[src/rtl/register_dump_unit.sv]
// Streams every word of a register bank out as bytes, MSB first, over a
// valid/ready byte interface, then pulses o_done.
module register_dump_unit #(
  parameter int unsigned NB_DATA = 32,
  parameter int unsigned NB_REG  = 5,
  parameter int unsigned NB_BYTE = 8
) (
  input  logic               i_clk,
  input  logic               i_reset,
  input  logic               i_start,
  output logic [NB_REG-1:0]  o_read_reg,
  input  logic [NB_DATA-1:0] i_reg_data,
  output logic [NB_BYTE-1:0] o_tx_data,
  output logic               o_tx_valid,
  input  logic               i_tx_ready,
  output logic               o_busy,
  output logic               o_done
);

  localparam int unsigned NumBytes = NB_DATA / NB_BYTE;
  localparam int unsigned NbCnt    = (NumBytes > 1) ? $clog2(NumBytes) : 1;
  localparam logic [NB_REG-1:0] LastReg  = '1;
  localparam logic [NbCnt-1:0]  LastByte = NbCnt'(NumBytes - 1);

  typedef enum logic [2:0] {
    StIdle,
    StLoad,
    StSend,
    StNext,
    StDone
  } state_t;

  state_t             state;
  logic [NbCnt-1:0]   byte_cnt;
  logic [NB_DATA-1:0] shift_reg;

  assign o_tx_data = shift_reg[NB_DATA-1 -: NB_BYTE];

  // Flag outputs are registered alongside the state and always reflect the
  // state being entered.
  always_ff @(posedge i_clk) begin
    if (i_reset) begin
      state      <= StIdle;
      o_read_reg <= '0;
      byte_cnt   <= '0;
      shift_reg  <= '0;
      o_tx_valid <= 1'b0;
      o_busy     <= 1'b0;
      o_done     <= 1'b0;
    end else begin
      o_done <= 1'b0;
      unique case (state)
        StIdle: begin
          if (i_start) begin
            o_read_reg <= '0;
            o_busy     <= 1'b1;
            state      <= StLoad;
          end
        end
        StLoad: begin
          // Word is snapshotted here; later bank writes do not reach the stream.
          shift_reg  <= i_reg_data;
          byte_cnt   <= '0;
          o_tx_valid <= 1'b1;
          state      <= StSend;
        end
        StSend: begin
          if (i_tx_ready) begin
            if (byte_cnt == LastByte) begin
              o_tx_valid <= 1'b0;
              state      <= StNext;
            end else begin
              shift_reg <= shift_reg << NB_BYTE;
              byte_cnt  <= byte_cnt + 1'b1;
            end
          end
        end
        StNext: begin
          if (o_read_reg == LastReg) begin
            o_done <= 1'b1;
            state  <= StDone;
          end else begin
            o_read_reg <= o_read_reg + 1'b1;
            state      <= StLoad;
          end
        end
        StDone: begin
          o_busy <= 1'b0;
          state  <= StIdle;
        end
        default: begin
          o_tx_valid <= 1'b0;
          o_busy     <= 1'b0;
          state      <= StIdle;
        end
      endcase
    end
  end

endmodule

[config.mk]
export PLATFORM = sky130hd
export DESIGN_NAME = register_dump_unit
export DESIGN_NICKNAME = d
export VERILOG_FILES = /design/src/rtl/register_dump_unit.sv
export SDC_FILE = /design/constraint.sdc
export NUM_CORES = 1
export LEC_CHECK = 0
export ABC_CLOCK_PERIOD_IN_PS = 2100
export CAP_MARGIN = 15
export CORE_ASPECT_RATIO = 0.6
export CORE_MARGIN = 1.5
export CORE_UTILIZATION = 49
export DETAILED_ROUTE_END_ITERATION = 12
export PLACE_DENSITY_LB_ADDON = 0.25
export SKIP_CTS_REPAIR_TIMING = 1
export SYNTH_ARGS = -nofsm -noshare
export SYNTH_HDL_FRONTEND = slang
export SYNTH_SLANG_ARGS = --single-unit
[constraint.sdc]
create_clock -name i_clk -period 2.1 [get_ports i_clk]
set_input_delay 0.21 -clock i_clk [delete_from_list [all_inputs] [get_ports i_clk]]
set_output_delay 0.21 -clock i_clk [all_outputs]
set_load 0.02 [all_outputs]
---- After elaboration in Yosys (flattened, before gate mapping) ----
Index checks and enable logic that the tools add are counted.
word-level totals
  register bits ........................... 45
  output and inout port bits .............. 16
  logic and storage cells ................. 54
cells by class
  add/sub/neg operators ................... 2
  equal/unequal tests ..................... 11
  multiplexer cells ....................... 20
  bitwise gates (word level) .............. 3
  reduce and logical (&&, ||, !) cells .... 11
operator list
  operator               number
  $mux W32               2
  $pmux W32 S2           1
  $mux W3                4
  $pmux W3 S4            1
  $reduce_and A3 Y1      4
  $mux W5                2
  $ne A2 B2 Y1 const B   5
  $pmux W5 S2            1
  $eq A3 B2 Y1 const B   2
  $reduce_or A3 Y1       2
  $add A5 B1 Y5 const B  1
  $eq A5 B5 Y1 const B   1
  $mux W1                4
  $mux W2                2
  $pmux W2 S2            1
  $reduce_bool A2 Y1     2
  $eq A3 B1 Y1 const B   1
  $eq A3 B3 Y1 const B   1
  $logic_not A3 Y1       1
  $not A1 Y1             3
  $pmux W1 S3            1
  $add A2 B1 Y2 const B  1
  $eq A2 B2 Y1 const B   1
  $pmux W1 S2            1
  other kinds (2)        2

---- Longest topological paths before layout ----
Gate-level depths: netlist (run 1).
  depth after elaboration ................. 4
  mapped depth ............................ 7

---- Worst setup path after synthesis (run 1) ----
OpenSTA, ideal clock, no wires.
  path type ............................... register to register
  start point ............................. register o_read_reg[0]
  end point ............................... register o_read_reg[2]
  arrival time ............................ 1813 ps
  data required time ...................... 2014 ps
  setup slack ............................. 202 ps
  cell stages (with the launch flop) ...... 8
  buffers on the path ..................... 0
  cells stage by stage .................... dfxtp_1 -> ha_1 -> and3_1 -> ha_1 -> and4bb_1 -> a31oi_2 -> nor2_1 -> a211oi_1
between the ends
  cells in the longest elaborated chain, start to end .. 3
  elaborated cells on any way between the ends .. 6
ends and longest elaborated chain
  what                                              line    RTL
  start, declared                                   11      output logic [NB_REG-1:0] o_read_reg,
  start signal, assigned                            83      o_read_reg <= o_read_reg + 1'b1;
  $add A5 B1 Y5 or $eq A5 B5 Y1 (tied branches)     83, 79
  $mux W5 or $ne A2 B2 Y1 (tied branches)           n/a
  $pmux W5 S2 or $reduce_and A3 Y1 (tied branches)  n/a
Several ways; a longest one is shown, not always the timed one. The select of a mux whose other input is x is not followed.
A chain may end at the register's enable or synchronous reset.

---- Worst setup path after layout (run 1) ----
  start point ............................. register o_read_reg[1]
  end point ............................... register o_read_reg[3]
The elaborated chain is that of the path after synthesis.

==> results.toml, run 1 <==
[grt]
antenna_found_initial = 0
globalRouteOverflowTotal = 0
grt_max_degree = 47
track_usage = 0.188
grt_pass1_wl_mm = 6.53
first_global_vias = 1342

[clock_tree]
clkTransAtPathRegs_ns = 0.08
cts-root-buf = "clkbuf_8"
cts_made_buffers = 5
cts_tree = "yes"
clk_path_buf_depth = 2
clkLatencyLatePin_ns = 0.30
cts.sinks = 45
h-tree-depth = 2

[floorplanning]
initial_core_util = 0.513
core_sq_um = 4120
die-area_sq_um = 4730
row_count = 18
die_h_um = 53.9
die_w_um = 87.8
boundaryPins = 52

[yosys]
synthCells = 202
ys_ff_latch = 45
synth_top_area_cell = "dfxtp_1"
yosysSeqAreaShare = 0.426
syn-num-nets = 241
ys_types = 37
synth.area.top_cells = "dfxtp_1 43%, a211oi_2 12%, mux2i_1 11%, nor2_1 5.5%, a22o_1 4.1%"
ys_warn_count = 0
yosysTopAreaCellShare = 0.426
synthesis.area_sq_um = 2110
postSynthAreaPerCell_sq_um = 10.5

[critical_path]
cp_max_fo = 5
worst_ep_required_time_ns = 2.32
cp.arrival_ns = 2.15
end_kind = "register"
worst_setup_path_start_kind = "register"
setup.worst_path.class = "register to register"

[timing]
finalCriticalPeriod_ns = 1.94
relSlewSlack = 0.666
slew_violations = 0
period_share = 0.922
rsz0062_at_grt = "false"
worst_pin_slew_ns = 0.499
hold_violations = 0
setup_tns_ns = 0
max_freq_mhz = 516
finalSetupViolCount = 0
clock-skew-final_ns = 0.00557

[drt]
drt-total-wl_mm = 4.15
avgViaCountPerCell = 5.12
ant_nets = 0
drt_iter0_markers = 72
vias = 1547
drc_errors = 0
routedWlPerCell_um = 13.7
firstDrtPassIters = 4

[final_layout]
syn_to_final_growth_pct = 27.8
drive_gt1_frac = 0.157
multi_input_area_sq_um = 1060
seq_area_sq_um = 902
final_common_cell = "clkdlybuf4s50_1"
largest_reg_flops = 32
fillers = 343
final_cell_mix = "50 x clkdlybuf4s50_1, 44 x dfxtp_1, 31 x nor2_1"
final_cells = 302
fin_nets = 280
antennaDiodeCount = 0

[placement]
hpwl_mm = 2.92
portBuffers = 51
gp_congestion = 0.785
dp.cells = 294

[power]
p_leak_nw = 0.943
p_per_area_nw_per_um2 = 804
peakVddDrop_mv = 0.392

[flow_run]
cap_violations = 0

[run_status]
status = "finished clean"

[hold_path]
hold_class = "input port to register"
worst max-delay path, stage by stage, from the launching register on:
cell	delay, ns
dfxtp_1	0.41
ha_1	0.21
and3_1	0.18
ha_2	0.21
and4bb_1	0.30
a31oi_4	0.23
nor2_1	0.08
a211oi_1	0.23
where the power goes:
| part | total (W) | switching [W] | internal [W] |
|---|---|---|---|
| clock network | 0.000680 | 0.000292 | 0.000388 |
| logic | 0.000502 | 0.000251 | 0.000251 |
| registers | 0.000991 | 0.0000548 | 0.000936 |
worst paths after layout:
kind         slack [ns]  cells past startpoint           from            end
max                0.16                      7  o_read_reg[1]  o_read_reg[3]
min                0.20                      2        i_reset       state[1]
max reg2reg        0.16                      7  o_read_reg[1]  o_read_reg[3]
min reg2reg        0.48                      1   shift_reg[3]   shift_reg[3]
area by class of cell:
cell class	instances	share of cell area
sequential	45	0.334
clock buffer	7	0.0320
multi-input combinational	133	0.391
clock inverter	1	0.0111
inverter	1	0.00139
tap	60	0.0278
timing repair buffer	55	0.203
kinds of logic (layout without fill, tap and decap cells):
| kind of cell | after synthesis | after routing | synth area share |
|---|---|---|---|
| flops | 45 | 45 | 0.426 |
| buf+inv | 24 | 64 | 0.0829 |
| fa+ha+maj | 3 | 3 | 0.0178 |
| compound gates | 49 | 49 | 0.223 |
| xor+xnor | 1 | 1 | 0.00415 |
| mux | 24 | 24 | 0.114 |
| simple gates | 56 | 56 | 0.132 |
synthesized netlist by cell type:
cell	instances
dfxtp_1	45
nor2_1	31
mux2i_1	24
a211oi_2	20
a22o_1	10
buf_4	10
a211oi_1	6
buf_2	6
a21oi_1	5
clkbuf_1	4
nand2_1	4
nor3_1	4
ha_1	3
a31oi_1	2
and2b_1	2
buf_12	2
nand2b_1	2
nand4_1	2
nor3b_1	2
a21o_1	1
a21oi_2	1
a22oi_1	1
a31oi_2	1
a41oi_1	1
and2_1	1
and3_1	1
and4bb_1	1
buf_6	1
inv_1	1
nand3b_1	1
nand4bb_1	1
nor2_2	1
nor2b_1	1
nor3_2	1
nor4_1	1
o22ai_1	1
xnor2_1	1
metal layers:
metal,track usage,wire (um)
met1,0.292,2360
met4,0.0714,38
met3,0.0537,209
met5,0,0
met2,0.238,1550
metrics by stage:
stage           util  cell area (sq um)  total power [W]  setup WS, ns  hold slack [ns]
3_3_place_gp   0.624               2570          0.00150         0.221            0.460
5_1_grt        0.655               2700          0.00227        0.0154            0.197
3_5_place_dp   0.624               2570          0.00151         0.102            0.463
4_1_cts        0.652               2690          0.00218        0.0779            0.195
6_report       0.655               2700          0.00217         0.164            0.203
2_1_floorplan      -               2110          0.00138         0.202            0.343
(Power assumes the default switching activity.)
==> inputs of run 2 (changes only) <==
ABC_CLOCK_PERIOD_IN_PS = 1600   (was 2100)
CORE_UTILIZATION = 44   (was 49)
GPL_TIMING_DRIVEN = 0   (was unset)
clock period = 1.6 ns   (was 2.1 ns; I/O delays follow)
==> results.toml, run 2 (synthesis gave the netlist of run 1 again) <==
[grt]
track_usage = 0.186
first_global_vias = 1518
globalRouteOverflowTotal = 0
busiest_layer = "met1"
grt_max_degree = 14
antenna_found_initial = 0
grt_pass1_wl_mm = 7.41
use_met1 = 0.278
use_met3 = 0.0461
use_met2 = 0.256

[critical_path]
worst_ep_required_time_ns = 1.78
crit_path_max_incr_delay_ns = 0.37
r2r-start = "o_read_reg[1]"
cp_max_fo = 5
worst_setup_path_start_kind = "register"
r2r_slack_ns = -0.08
setup.worst_path.class = "register to register"
crit_buf_inv = 1
cp.depth = 8
reg2reg_depth = 8
cp.arrival_ns = 1.86
setup.worst_path.start = "o_read_reg[1]"
r2r-end = "o_read_reg[4]"
cp_common_cell = "ha_4"
crit_family = "simple AND/OR/NAND/NOR gates"
end_kind = "register"
path_cells = "ha_4, and3_4, ha_4, and4bb_4, a31oi_4, buf_4, nand2_1, a21oi_1"
cp_slowest_cell = "dfxtp_4"

[power]
p_per_area_nw_per_um2 = 955
finalPower_w = 0.00294
swShare = 0.288
peakVddDrop_mv = 0.747
p_leak_nw = 1.10
power_switching_w = 0.000847
power_frac_comb = 0.298
seqPwrFrac = 0.442
intPower_w = 0.00209
clkPwrFrac = 0.260

[clock_tree]
clk_path_buf_depth = 2
cts_made_buffers = 5
clkTransAtPathRegs_ns = 0.08
cts.sinks = 45
cts_tree = "yes"
cts-root-buf = "clkbuf_8"
clkLatencyLatePin_ns = 0.30
h-tree-depth = 2

[floorplanning]
initial_core_util = 0.461
die_h_um = 56.7
row_count = 19
core_sq_um = 4590
die_w_um = 92.5
boundaryPins = 52
die-area_sq_um = 5240

[drt]
vias = 1759
avgViaCountPerCell = 5.28
drt_iter0_markers = 84
firstDrtPassIters = 4
drt-total-wl_mm = 5.02
ant_nets = 0
routedWlPerCell_um = 15.1
drc_errors = 0

[timing]
finalSetupViolCount = 4
clock-skew-final_ns = 0.00760
worst_pin_slew_ns = 0.568
finalCriticalPeriod_ns = 1.68
period_share = 1.05
slew_violations = 0
setup_ws_ns = -0.0827
setup_tns_ns = -0.233
relSlewSlack = 0.621
hold_violations = 0
rsz0062_at_grt = "true"
max_freq_mhz = 594

[final_layout]
syn_to_final_growth_pct = 45.5
final_common_cell = "clkdlybuf4s50_1"
largest_reg_flops = 32
fillers = 352
design_area_sq_um = 3080
fin_nets = 309
drive_gt1_frac = 0.311
final_cell_mix = "51 x clkdlybuf4s50_1, 41 x dfxtp_1, 30 x nor2_1"
antennaDiodeCount = 0

[run_status]
status = "finished, violations left"
violations = "setup timing"

[placement]
portBuffers = 51
hpwl_mm = 3.53
gp_congestion = 0.779
postPlaceCellArea_sq_um = 2760

[hold_path]
hold_class = "input port to register"
whs_endpoint = "shift_reg[0]"
holdCritStartpoint = "i_reg_data[0]"
hold_path_depth = 2

[flow_run]
cap_violations = 0
run 2: cell types whose count changed in the layout (fill, tap and decap cells not counted), moves of 3 or more:
cell / change
mux2i_2: +7
dfxtp_4: +3
dfxtp_1: -3
buf_12: +3
buf_6: +4
buf_4: +14
mux2i_1: -8
run 2: cell type report:
type / count / area [sq um] / share of cell area
Multi-Input combinational cell: 133 / 1160 / 0.379
Clock buffer: 6 / 93.8 / 0.0305
Timing Repair Buffer: 61 / 598 / 0.194
Buffer: 23 / 218 / 0.0708
Clock inverter: 1 / 5.00 / 0.00163
Tap cell: 63 / 78.8 / 0.0256
Inverter: 1 / 3.75 / 0.00122
Sequential cell: 45 / 913 / 0.297
run 2: worst max path at each step:
| stage | end |
|---|---|
| 6_report | o_read_reg[4] |
| 3_5_place_dp | shift_reg[19] |
| 5_1_grt | o_read_reg[3] |
| 3_3_place_gp | shift_reg[24] |
| 4_1_cts | shift_reg[28] |
| 2_1_floorplan | shift_reg[17] |
run 2: power groups by stage:
stage / combinational, W / clock, W / sequential [W]
after detailed placement: 0.000754 / 0 / 0.00132
after CTS: 0.000757 / 0.000784 / 0.00129
after floorplan: 0.000512 / 0 / 0.00130
after global routing: 0.000932 / 0.000838 / 0.00131
after global placement: 0.000742 / 0 / 0.00131
final: 0.000877 / 0.000763 / 0.00130
run 2: routing by layer:
metal | part of all wire | routed length [um]
met3 | 0.048 | 239
met5 | 0 | 0
met1 | 0.51 | 2540
met4 | 0.011 | 57
met2 | 0.43 | 2180
run 2: metrics by stage:
stage	hold slack, ns	cells	util	worst slack, ns
global placement	0.455	316	0.601	-0.314
finish	0.458	333	0.670	-0.0827
detailed placement	0.462	316	0.601	-0.303
global route	0.448	333	0.670	-0.123
CTS	0.454	323	0.623	-0.232
floorplan	0.293	202	-	-0.00896
